[src/rtl/sipo_rx.sv]
// sipo_rx: serial-in/parallel-out frame receiver.
// Frames WIDTH-bit words from a sync pulse under a per-bit strobe and presents
// each completed word on a held parallel output with a valid/ready handshake.
// Optional feature: define SIPO_PARITY_EN to add an even-parity bit after each
// frame and the perr output.
module sipo_rx #(
    parameter int unsigned WIDTH     = 4,
    parameter bit          MSB_FIRST = 1'b1
) (
    input  logic             clk,
    input  logic             rst_n,
    input  logic             sin,
    input  logic             bit_en,
    input  logic             sync,
    output logic [WIDTH-1:0] pout,
    output logic             pvalid,
    input  logic             pready,
    output logic             busy,
`ifdef SIPO_PARITY_EN
    output logic             perr,
`endif
    output logic             ovf
);

    localparam int unsigned CntW = $clog2(WIDTH + 1);
    localparam logic [CntW-1:0] LastCnt = CntW'(WIDTH - 1);

    typedef enum logic [1:0] {StIdle, StShift, StPar} state_e;

    state_e           state_q;
    logic [CntW-1:0]  cnt_q;
    logic [WIDTH-1:0] sr_q;
    logic [WIDTH-1:0] sr_d;
    logic [WIDTH-1:0] pout_q;
    logic             pvalid_q;
    logic             busy_q;
    logic             ovf_q;
    logic             done;
    logic [WIDTH-1:0] word;
`ifdef SIPO_PARITY_EN
    logic             perr_q;
    logic             par_bad;
`endif

    // Shift register next value with the incoming bit at the requested end.
    always_comb begin
        if (MSB_FIRST) begin
            sr_d = {sr_q[WIDTH-2:0], sin};
        end else begin
            sr_d = {sin, sr_q[WIDTH-1:1]};
        end
    end

    // Frame completion decode; a sync always wins over completion.
    always_comb begin
        done = 1'b0;
        word = sr_d;
`ifdef SIPO_PARITY_EN
        par_bad = 1'b0;
`endif
        if (!sync && bit_en) begin
            case (state_q)
`ifdef SIPO_PARITY_EN
                StPar: begin
                    done    = 1'b1;
                    word    = sr_q;
                    par_bad = ^{sr_q, sin};
                end
`else
                StShift: done = (cnt_q == LastCnt);
`endif
                default: done = 1'b0;
            endcase
        end
    end

    // Frame FSM, shift register and registered handshake outputs.
    always_ff @(posedge clk) begin
        if (!rst_n) begin
            state_q  <= StIdle;
            cnt_q    <= '0;
            sr_q     <= '0;
            pout_q   <= '0;
            pvalid_q <= 1'b0;
            busy_q   <= 1'b0;
            ovf_q    <= 1'b0;
`ifdef SIPO_PARITY_EN
            perr_q   <= 1'b0;
`endif
        end else begin
            ovf_q <= 1'b0;
`ifdef SIPO_PARITY_EN
            perr_q <= done & par_bad;
`endif
            if (pvalid_q && pready) begin
                pvalid_q <= 1'b0;
            end

            if (sync) begin
                // Abort any frame in flight; a same-cycle strobe is data bit 0.
                state_q <= StShift;
                busy_q  <= 1'b1;
                if (bit_en) begin
                    sr_q  <= sr_d;
                    cnt_q <= CntW'(1);
                end else begin
                    cnt_q <= '0;
                end
            end else begin
                case (state_q)
                    StShift: begin
                        if (bit_en) begin
                            sr_q <= sr_d;
                            if (cnt_q == LastCnt) begin
`ifdef SIPO_PARITY_EN
                                state_q <= StPar;
`else
                                state_q <= StIdle;
                                busy_q  <= 1'b0;
`endif
                            end else begin
                                cnt_q <= cnt_q + CntW'(1);
                            end
                        end
                    end
                    StPar: begin
                        if (bit_en) begin
                            state_q <= StIdle;
                            busy_q  <= 1'b0;
                        end
                    end
                    default: begin
                        state_q <= StIdle;
                    end
                endcase
            end

            // Load on completion when the output slot is free or being drained.
            if (done) begin
                if (!pvalid_q || pready) begin
                    pout_q   <= word;
                    pvalid_q <= 1'b1;
                end else begin
                    ovf_q <= 1'b1;
                end
            end
        end
    end

    assign pout   = pout_q;
    assign pvalid = pvalid_q;
    assign busy   = busy_q;
    assign ovf    = ovf_q;
`ifdef SIPO_PARITY_EN
    assign perr   = perr_q;
`endif

endmodule

[config.mk]
export PLATFORM = sky130hd
export DESIGN_NAME = sipo_rx
export DESIGN_NICKNAME = d
export VERILOG_FILES = /design/src/rtl/sipo_rx.sv
export SDC_FILE = /design/constraint.sdc
export NUM_CORES = 1
export LEC_CHECK = 0
export ABC_AREA = 1
export CAP_MARGIN = 20
export CELL_PAD_IN_SITES_DETAIL_PLACEMENT = 0
export CELL_PAD_IN_SITES_GLOBAL_PLACEMENT = 1
export CORE_ASPECT_RATIO = 1.4
export CORE_MARGIN = 4
export CORE_UTILIZATION = 32
export CTS_BUF_LIST = sky130_fd_sc_hd__clkbuf_16
export DETAILED_ROUTE_END_ITERATION = 12
export PLACE_DENSITY = 0.79
export SYNTH_ARGS = -nofsm -noshare
export SYNTH_HDL_FRONTEND = slang
export SYNTH_SLANG_ARGS = --single-unit
[constraint.sdc]
create_clock -name clk -period 1.27 [get_ports clk]
set_clock_uncertainty 0.2 [all_clocks]
set_input_delay 0.127 -clock clk [delete_from_list [all_inputs] [get_ports clk]]
set_output_delay 0.127 -clock clk [all_outputs]
set_load 0.05 [all_outputs]
## Word-level counts from Yosys, hierarchy flattened

Cells that the tools add are included.
Widths: inputs -> output; s select.

- Add/sub/neg operators: 1
- Equality and inequality tests: 10
- Muxes and demuxes: 24
- Bitwise operators: 1
- Reductions and logical operators: 15

Operator list:

| operator | count |
|---|---|
| $mux 1 | 12 |
| $mux 3 | 4 |
| $mux 4 | 3 |
| $ne 3x3->1 const B | 3 |
| $reduce_and 3->1 | 3 |
| $ne 2x2->1 const B | 4 |
| $mux 2 | 3 |
| $pmux 2 s2 | 1 |
| $reduce_and 2->1 | 2 |
| $reduce_and 4->1 | 1 |
| $reduce_bool 2->1 | 2 |
| $add 3x1->3 const B | 1 |
| $eq 3x2->1 const B | 1 |
| $reduce_bool 3->1 | 1 |
| $eq 2x1->1 const B | 1 |
| $eq 2x2->1 const B | 1 |
| $logic_and 1x1->1 | 2 |
| $logic_not 1->1 | 2 |
| $pmux 1 s2 | 1 |
| $reduce_or 2->1 | 1 |
| $logic_or 1x1->1 | 1 |
| $not 1->1 | 1 |

- Register bits after elaboration: 16
- Input port bits: 6

## Depth between registers and ports, before layout

- Depth in word-level cells: 5
- Mapped depth: 8
- Mapped depth without buffers: 8

## Least setup slack after synthesis

Ideal clock, no wire load.

- Path kind: flip-flop to flip-flop
- From: register cnt_q[1]
- To: register pout_q[0] (netlist: pout[0])
- Library setup time: 0.110 ns
- Arrival: 1.074 ns
- Required time: 0.960 ns
- Setup slack: -0.113 ns
- Cell stages (with the launch flop): 8
- Path buffers: 0
- Cells stage by stage: dfxtp_1 > ha_1 > ha_1 > nand2_1 > nor2_4 > nand3_1 > nand2_1 > nor2_1

- Longest elaborated chain between the ends: 4

RTL lines:

| what | RTL line | RTL |
|---|---|---|
| start, declared | 31 | `logic [CntW-1:0] cnt_q;` |
| start signal, assigned | 105 | `cnt_q <= CntW'(1);` |
| start signal, assigned | 122 | `cnt_q <= cnt_q + CntW'(1);` |
| $eq 3x2->1 | 70 | `StShift: done = (cnt_q == LastCnt);` |
| $mux 1 | 62 | `case (state_q)` |
| $mux 1 | 61 | `if (!sync && bit_en) begin` |
| $reduce_and 2->1 (no source line) | - |  |
| end signal, assigned | 141 | `pout_q <= word;` |
| end, declared | 34 | `logic [WIDTH-1:0] pout_q;` |

No other way between the ends.
A chain may end at the register's enable or synchronous reset.

## Final worst setup path

Ends and elaborated chain as after synthesis.

==> impl_metrics.ini <==
[power]
seqPwrFrac_pct = 39.6
power_frac_comb_pct = 12.2
swShare_pct = 21.2
powerDensity_nw_per_um2 = 1100
internal_power_uw = 947
power.leakage_nw = 0.464
total_power_mw = 1.20
p_switching_uw = 254
power_frac_clock_pct = 48.1
irDropWorstVdd_v = 0.000632

[sta]
setup_viol = 11
worst_slew_margin_rel_pct = 85.6
fin_crit_ns = 1.37
worst_hold_slack_ns = 0.289
period_share_pct = 108
tightest_slew_ns = 0.214
final-hold-violation-count = 0
rsz0062_at_grt = yes
fin_ws_ns = -0.0975
drv_slew = 0
fmax_mhz = 731

[placement]
portBuffers = 12
place_hpwl_mm = 1.10
dpl_cell_area_um2 = 973
gp_congestion = 0.677

[detailed_routing]
via_per_inst = 4.41
finalWirelength_mm = 1.36
wl_met3_um = 43
drt_iter0_markers = 17
wl_met1_um = 502
post-route-drc-count = 0
dr.pass1.iters = 2
wl_per_cell_um = 9.98
vias = 600
dr.max_layer_used = met4
met2_length_um = 794
antenna_left = 0

[global_route]
grt_pass1_wl_mm = 2.51
antenna_found_initial = 0
track_usage_pct = 11.7
grt_overflow = 0
grt_max_degree = 11
grt_pass1_vias = 585

[synthesis]
synth_top_flop_cell = dfxtp_1
syn_area_per_cell_um2 = 7.49
syn_area_um2 = 689
async_flop_share_pct = 0
ys_types = 22
ys_seq_area_share_pct = 40.7
yosysWarningCount = 0
synthCells = 92
synth-edff-count = 0
syn_nets = 100
ys_seq_elements = 14

[layout]
layout-drive-gt1-share_pct = 41.7
nNetsFinal = 124
syn2layout_area_growth_pct = 58.3
antenna_cells = 0
finish.utilization_pct = 54.6
fin_area_um2 = 1090

[status]
outcome = complete, but fails checks
violations = negative setup slack

[run]
cap_viol_max_count = 0

[setup_path]
start_kind = flip-flop
critPathRequiredTime_ns = 1.20
rrSetupSlack_ns = -0.1
critical_path_class = reg -> reg
worst-r2r-cell-count = 7
endpoint_kind = flip-flop
r2r-start = cnt_q[1]
worst_ep_arrival_time_ns = 1.30
crit_fanout = 6
r2r-end = pout[0]

[cts]
clk_pin_slew_worst_paths_ns = 0.04
clk_path_buf_depth = 2
cts.sinks = 14
cts_htree_levels = 1
cts_hold_buf = 0
cts_root_buf = clkbuf_16
clock_latency_ns = 0.24
numCtsBuffers = 3
cts_tree = done

[die]
coreArea_um2 = 2000
io_pins = 13
die_h_um = 62.9
die_area_um2 = 2970
initial_core_util_pct = 34.5
die_w_um = 47.2
rows = 19

[hold_path]
hold_start = sr_q[2]
hp-class = reg -> reg
min_to = sr_q[2]
hold_depth = 2
==> worst max path at each step <==
stage / slack [ns] / from / end
final: -0.1 / cnt_q[1] / pout[0]
after global routing: -0.19 / cnt_q[1] / pout[2]
after CTS: -0.10 / cnt_q[1] / pout[0]
after detailed placement: -0.24 / sync / pout[3]
after global placement: -0.22 / sync / pout[1]
after floorplan: -0.04 / cnt_q[1] / pout[0]
==> logic make-up after synthesis <==
family	after synthesis	share of synthesized area (%)
adder cells (fa/ha/maj)	2	3.63
AO/OA/AOI/OAI	12	10.3
flip-flops	14	40.7
AND/OR/NAND/NOR	40	31.0
buffers and inverters	24	14.3
==> cell type report <==
cell class / instances / area (um2)
Clock inverter: 1 / 3.75
Fill cell: 188 / 906
Clock buffer: 3 / 75.1
Sequential cell: 14 / 284
Inverter: 22 / 82.6
Tap cell: 21 / 26.3
Multi-Input combinational cell: 54 / 358
Timing Repair Buffer: 21 / 262
==> through the flow <==
stage               std cells  worst slack (ns)  TNS [ns]
floorplan                  92           -0.0356    -0.153
global placement          130            -0.219     -2.08
detailed placement        130            -0.242     -2.39
CTS                       134            -0.105    -0.610
global route              136            -0.186     -1.44
finish                    136           -0.0975    -0.664
==> repair_timing <==
action                     CTS  global route
setup endpoints to repair   10            11
resized for setup            5             2
buffers inserted             0             3
pin swaps                    5             4
==> metal layers <==
layer,GRT usage (%),vias to the layer above
met1,13.7,269
met3,2.59,2
met4,5.19,0
met5,0,-
li1,-,322
met2,19.1,7
==> synthesized netlist by cell type, types with 2 or more instances <==
library cell | instances | area share [%]
dfxtp_1 | 14 | 41
o21ai_1 | 2 | 1.5
inv_2 | 6 | 3.3
nand3_1 | 4 | 2.9
ha_1 | 2 | 3.6
a21oi_2 | 2 | 2.5
nand2_1 | 11 | 6.0
nor2_4 | 3 | 4.9
o21ai_0 | 6 | 4.4
nor2_1 | 15 | 8.2
inv_1 | 16 | 8.7
==> state kept, by name, indices dropped and copies added (netlist names) <==
signal   flops
pout         4
cnt_q        3
sr_q         3
busy         1
ovf          1
pvalid       1
state_q      1
==> worst max-delay path, cell delays in order (launching register included) <==
cell and delay (ns):
dfxtp_2 0.34, ha_4 0.14, ha_4 0.16, nand2_2 0.06, nor2_4 0.16, nand3_1 0.09, nand2_1 0.06, nor2_1 0.04
==> cell usage in the layout (no fill, tap or decap) <==
cell | Yosys | final
nor3_1 | 1 | 1
inv_2 | 6 | 7
nor2_1 | 15 | 15
inv_1 | 16 | 15
clkinv_1 | 0 | 1
clkdlybuf4s50_1 | 0 | 5
o21ai_2 | 1 | 2
nand3_4 | 1 | 1
nor2_2 | 1 | 1
clkbuf_16 | 0 | 3
a21oi_2 | 2 | 3
dfxtp_2 | 0 | 3
buf_6 | 1 | 1
nor2_4 | 3 | 3
dfxtp_1 | 14 | 11
o21ai_1 | 2 | 1
buf_4 | 0 | 8
buf_12 | 0 | 7
nand2_2 | 1 | 3
o21ai_0 | 6 | 6
nand2_4 | 1 | 1
or2_0 | 1 | 1
nand3_2 | 0 | 2
nand3_1 | 4 | 2
ha_4 | 0 | 2
nand2_1 | 11 | 9
nor3_2 | 1 | 1
==> power by group through the flow <==
stage          sequential (mW)  combinational, mW  clock [mW]
6_report                 0.476              0.147       0.578
5_1_grt                  0.478              0.165       0.618
4_1_cts                  0.476              0.145       0.592
3_5_place_dp             0.484              0.141           0
3_3_place_gp             0.484              0.139           0
2_1_floorplan            0.490             0.0781           0
Power figures use the tool's default switching activity.
==> RTL change 1: new RTL, same flow settings <==
Make the reset (`rst_n`) asynchronous in one clocked block.
--- a/src/rtl/sipo_rx.sv
+++ b/src/rtl/sipo_rx.sv
@@ -76,5 +76,5 @@
 
     // Frame FSM, shift register and registered handshake outputs.
-    always_ff @(posedge clk) begin
+    always_ff @(posedge clk or negedge rst_n) begin
         if (!rst_n) begin
             state_q  <= StIdle;
Behaviour: differs if rst_n is asserted again (counterexample within 4 cycles, from zero or initial values and one cycle with rst_n low); with rst_n held inactive, the same outputs for 10 cycles.
==> RTL change 1 against the original RTL <==
- the flow still finishes with violations (setup timing)
- sequential cell count did not move
- final area down 4.2%
- fmax fell by 2.8%
- core utilization up 2.6 points
- setup slack got worse by 0.039 ns
- wire length rose by 3.2%
- area after synthesis decreased by 8.7%
- count of clock-buffer cells in the layout unchanged
- non-clock buffer count rose by 1
- largest cell class is now sequential cells
Power is not compared: it rests on default switching activity, and its combinational part moved more than twofold at a synthesized area within 25%.
==> RTL change 1: results (changes against the original RTL) <==
DRT iter0 DRCs 8 (-9); post-synth top area share 0.557 (+0.150); CP Data Arrival Time 1.33 ns (+0.03 ns); Max stage delay on crit path 0.36 ns (+0.02 ns); Post-Route WL 1400 um (+3.2%); metal2 WL 736 um (-7.3%); via/cell ratio 4.58 (+3.8%); grt met2 use 0.204 (+0.0123); wire length on met3 53 um (+23%); total setup buffers inserted after CTS 1 (+1); 1st-pass router iterations 4 (+2); Netlist cell types 16 (-27%); number of global-route vias before repair 546 (-6.7%); Top Family by Delay on Critical Path adder cells; CP max FO 4 (-2); # setup viols final 10 (-1); R2R Path End pout[2]; hpwl dp 1080 um (-2.1%); Layout area overhead 66.0%; Fin Hold WS 0.00583 ns (-0.283 ns); layout cells sized above 1 0.344 (-0.0736); met3 Track Usage GR 0.0356 (+0.00967); HP Class input port to async pin; final worst slack -0.136 ns (-0.0389 ns); FILL cells 162 (-14%); post-cts sizing count 2 (-3); Post-Place Cells 111 (-15%); status complete, but fails checks; sequential fraction of the synthesis area 0.557 (+0.150); failing checks setup timing; wl on met1 600 um (+20%); Synth top cells by count nand2_1 (20), dfrtp_1 (14), inv_1 (7), nand3_1 (7), nor2_1 (6); FF-to-FF Start cnt_q[0]
-- RTL change 1: cell count changes after synthesis, moves of 2 or more --
cell     delta
inv_1       -9
a21oi_2     -2
nor2_1      -9
nor2_4      -2
nand3_1     +3
dfxtp_1    -14
dfrtp_1    +14
o21ai_1     -2
inv_2       -5
nand2_1     +9
-- RTL change 1: logic make-up (layout without fill, tap and decap cells) --
group                    count (synthesis)  in the layout
AO/OA/AOI/OAI                            7              7
flip-flops                              14             14
adder cells (fa/ha/maj)                  2              2
AND/OR/NAND/NOR                         38             38
buffers and inverters                    9             35
-- RTL change 1: per-stage QoR --
stage,setup slack [ns],TNS [ns],total power (uW),cell area [um^2],util
after floorplan,-0.0747,-0.372,844,648,-
after global placement,-0.215,-2.35,1160,931,0.510
after detailed placement,-0.244,-2.59,1170,931,0.510
after CTS,-0.152,-1.14,1770,1020,0.562
after global routing,-0.193,-1.46,1850,1040,0.573
final,-0.136,-0.907,1750,1040,0.573
-- RTL change 1: area by class of cell --
cell class / instances / area [um^2] / area share
Clock buffer: 3 / 75.1 / 0.0719
Clock inverter: 1 / 3.75 / 0.00359
Inverter: 9 / 38.8 / 0.0371
Timing Repair Buffer: 22 / 268 / 0.256
Sequential cell: 14 / 352 / 0.337
Multi-Input combinational cell: 47 / 283 / 0.271
Tap cell: 20 / 25.0 / 0.0240
-- RTL change 1: worst max path at each step --
stage,endpoint,cells past startpoint,slack (ns),startpoint
after floorplan,pout[0],7,-0.07,cnt_q[0]
after global placement,pout[0],6,-0.21,sync
after detailed placement,pout[1],6,-0.24,sync
after CTS,pout[1],7,-0.15,cnt_q[0]
after global routing,pout[2],7,-0.19,cnt_q[0]
final,pout[2],7,-0.14,cnt_q[0]
==> RTL change 2: new RTL, same flow settings <==
Without the edit above. Set the parameter `WIDTH` to 8 (it was 4).
--- a/src/rtl/sipo_rx.sv
+++ b/src/rtl/sipo_rx.sv
@@ -5,5 +5,5 @@
 // frame and the perr output.
 module sipo_rx #(
-    parameter int unsigned WIDTH     = 4,
+    parameter int unsigned WIDTH     = 8,
     parameter bit          MSB_FIRST = 1'b1
 ) (
Interface: changed (resized pout); port bits go from 13 to 17. The function was not compared with the original's and may differ.
==> RTL change 2 against the original RTL <==
- the run still ends with setup timing left
- area after synthesis is 40% higher
- first-iteration DRC count down 41%
- wire length is 79% higher
- clock power is 18% higher
- sequential cell count rose by 9
- global-route usage grew 2.4 points
- final area rose by 45%
- total power is 30% higher
- setup slack got worse by 0.10 ns
- critical path depth is the same
- combinational power shrank 4%
==> RTL change 2: results (changes against the original RTL) <==
Die W 54.3 um (+15%); # setup viols final 16 (+5); CP Data Arrival Time 1.43 ns (+0.13 ns); HP Class input port to flop; Post-synth top flop dfxtp_1; clk slew on worst S/H paths 0.06 ns (+0.02 ns); Synth top cells by count nand2_1 (31), dfxtp_1 (23), nor2_1 (20), inv_1 (13), nand3_1 (13); warnings from Yosys 0 (unchanged); ant diodes 0 (unchanged); grt met2 use 0.237 (+0.0457); Fin Hold WS 0.102 ns (-0.187 ns); Max stage delay on crit path between 0.3 and 0.4 ns; Syn Inst Count 128 (+39%); number of global-route vias before repair 939 (+61%); layout cells sized above 1 0.347 (-0.0701); met3 Track Usage GR 0.0266 (+0.000648); slowest CP cell dfxtp_2; Net count, final 175 (+41%); Vias 962 (+60%); met1 Use GR 0.162 (+0.0254); post-route non-filler standard cell count 204 (+50%); sequential fraction of the synthesis area 0.479 (+0.0720); count of buffers from port buffering 16 (+4); status complete, but fails checks; max reg flops 8 (+4); 1st-pass router iterations 4 (+2); Worst VDD drop 611 uV (-3.3%); Syn Nets 135 (+35%); Post-Route WL 2430 um (+79%); Clk Latency, worst-skew pair 0.26 ns (+0.02 ns); Pleak 0.000720 uW (+55%); Post-Place Cells 193 (+48%); root buf cell clkbuf_16; GPL Wtd Cong 0.761 (+12%); FILL cells 264 (+40%); final worst slack -0.201 ns (-0.104 ns); Total GRT Usage 0.141 (+0.0239); largest net degree at the start of global routing 14 (+3); failing checks setup timing; Post-DP Area 1390 um^2 (+43%); DRT iter0 DRCs 10 (-7); leading post-synthesis cells by cell area dfxtp_1 (48%), nand2_1 (12%), nor2_1 (7.8%); Top Family by Delay on Critical Path flip-flops; Clock Tree Buf Depth 2 (unchanged); first-pass GRT wire length 4080 um (+62%); pre-CTS setup slack -0.347 ns (-0.106 ns); CP max FO 3 (-3); P_int 1220 uW (+29%); hpwl dp 1630 um (+48%); relative slew slack 0.817 (-0.0389)
==> RTL change 2: final timing paths <==
kind            start    endpoint  slack, ns  cells past startpoint
max          cnt_q[1]        busy      -0.20                      7
min            bit_en  state_q[0]       0.10                      4
max reg2reg  cnt_q[1]        busy      -0.20                      7
min reg2reg   sr_q[2]     sr_q[3]       0.28                      2
==> RTL change 2: per-layer routing <==
| metal | wire, um | vias up |
|---|---|---|
| met3 | 89 | 5 |
| met4 | 57 | 0 |
| li1 | - | 488 |
| met2 | 1310 | 15 |
| met1 | 971 | 454 |
| met5 | 0 | - |
==> RTL change 2: layout make-up <==
class / instances / area [um^2] / share of cell area
timing repair buffer: 37 / 434 / 0.274
inverter: 15 / 61.3 / 0.0387
clock buffer: 3 / 75.1 / 0.0474
multi-input combinational: 88 / 499 / 0.315
sequential: 23 / 464 / 0.293
tap: 37 / 46.3 / 0.0292
clock inverter: 1 / 5.00 / 0.00316
==> RTL change 2: metrics by stage <==
stage | total power [uW] | TNS, ns
floorplan | 815 | -0.923
global placement | 884 | -5.80
detailed placement | 886 | -6.47
CTS | 1580 | -1.76
global route | 1630 | -3.76
finish | 1570 | -2.30
==> RTL change 2: cell families after synthesis <==
group           synth area share
fa+ha+maj                 0.0130
buf+inv                   0.0871
flops                      0.479
simple gates               0.330
compound gates            0.0910
==> RTL change 2: repair_timing <==
action | 4_1_cts | 5_1_grt
endpoints found under the setup margin | 23 | 23
gates resized for setup | 8 | 7
buffers inserted | 3 | 3
gates cloned | 1 | 0
endpoints found under the hold margin | 0 | 0
pin swaps | 3 | 5
==> RTL change 2: power by group through the flow <==
stage	clock network (uW)	logic [uW]	registers, uW
finish	683	141	743
CTS	698	136	743
global placement	0	125	758
global route	739	151	744
detailed placement	0	127	759
floorplan	0	50.4	765
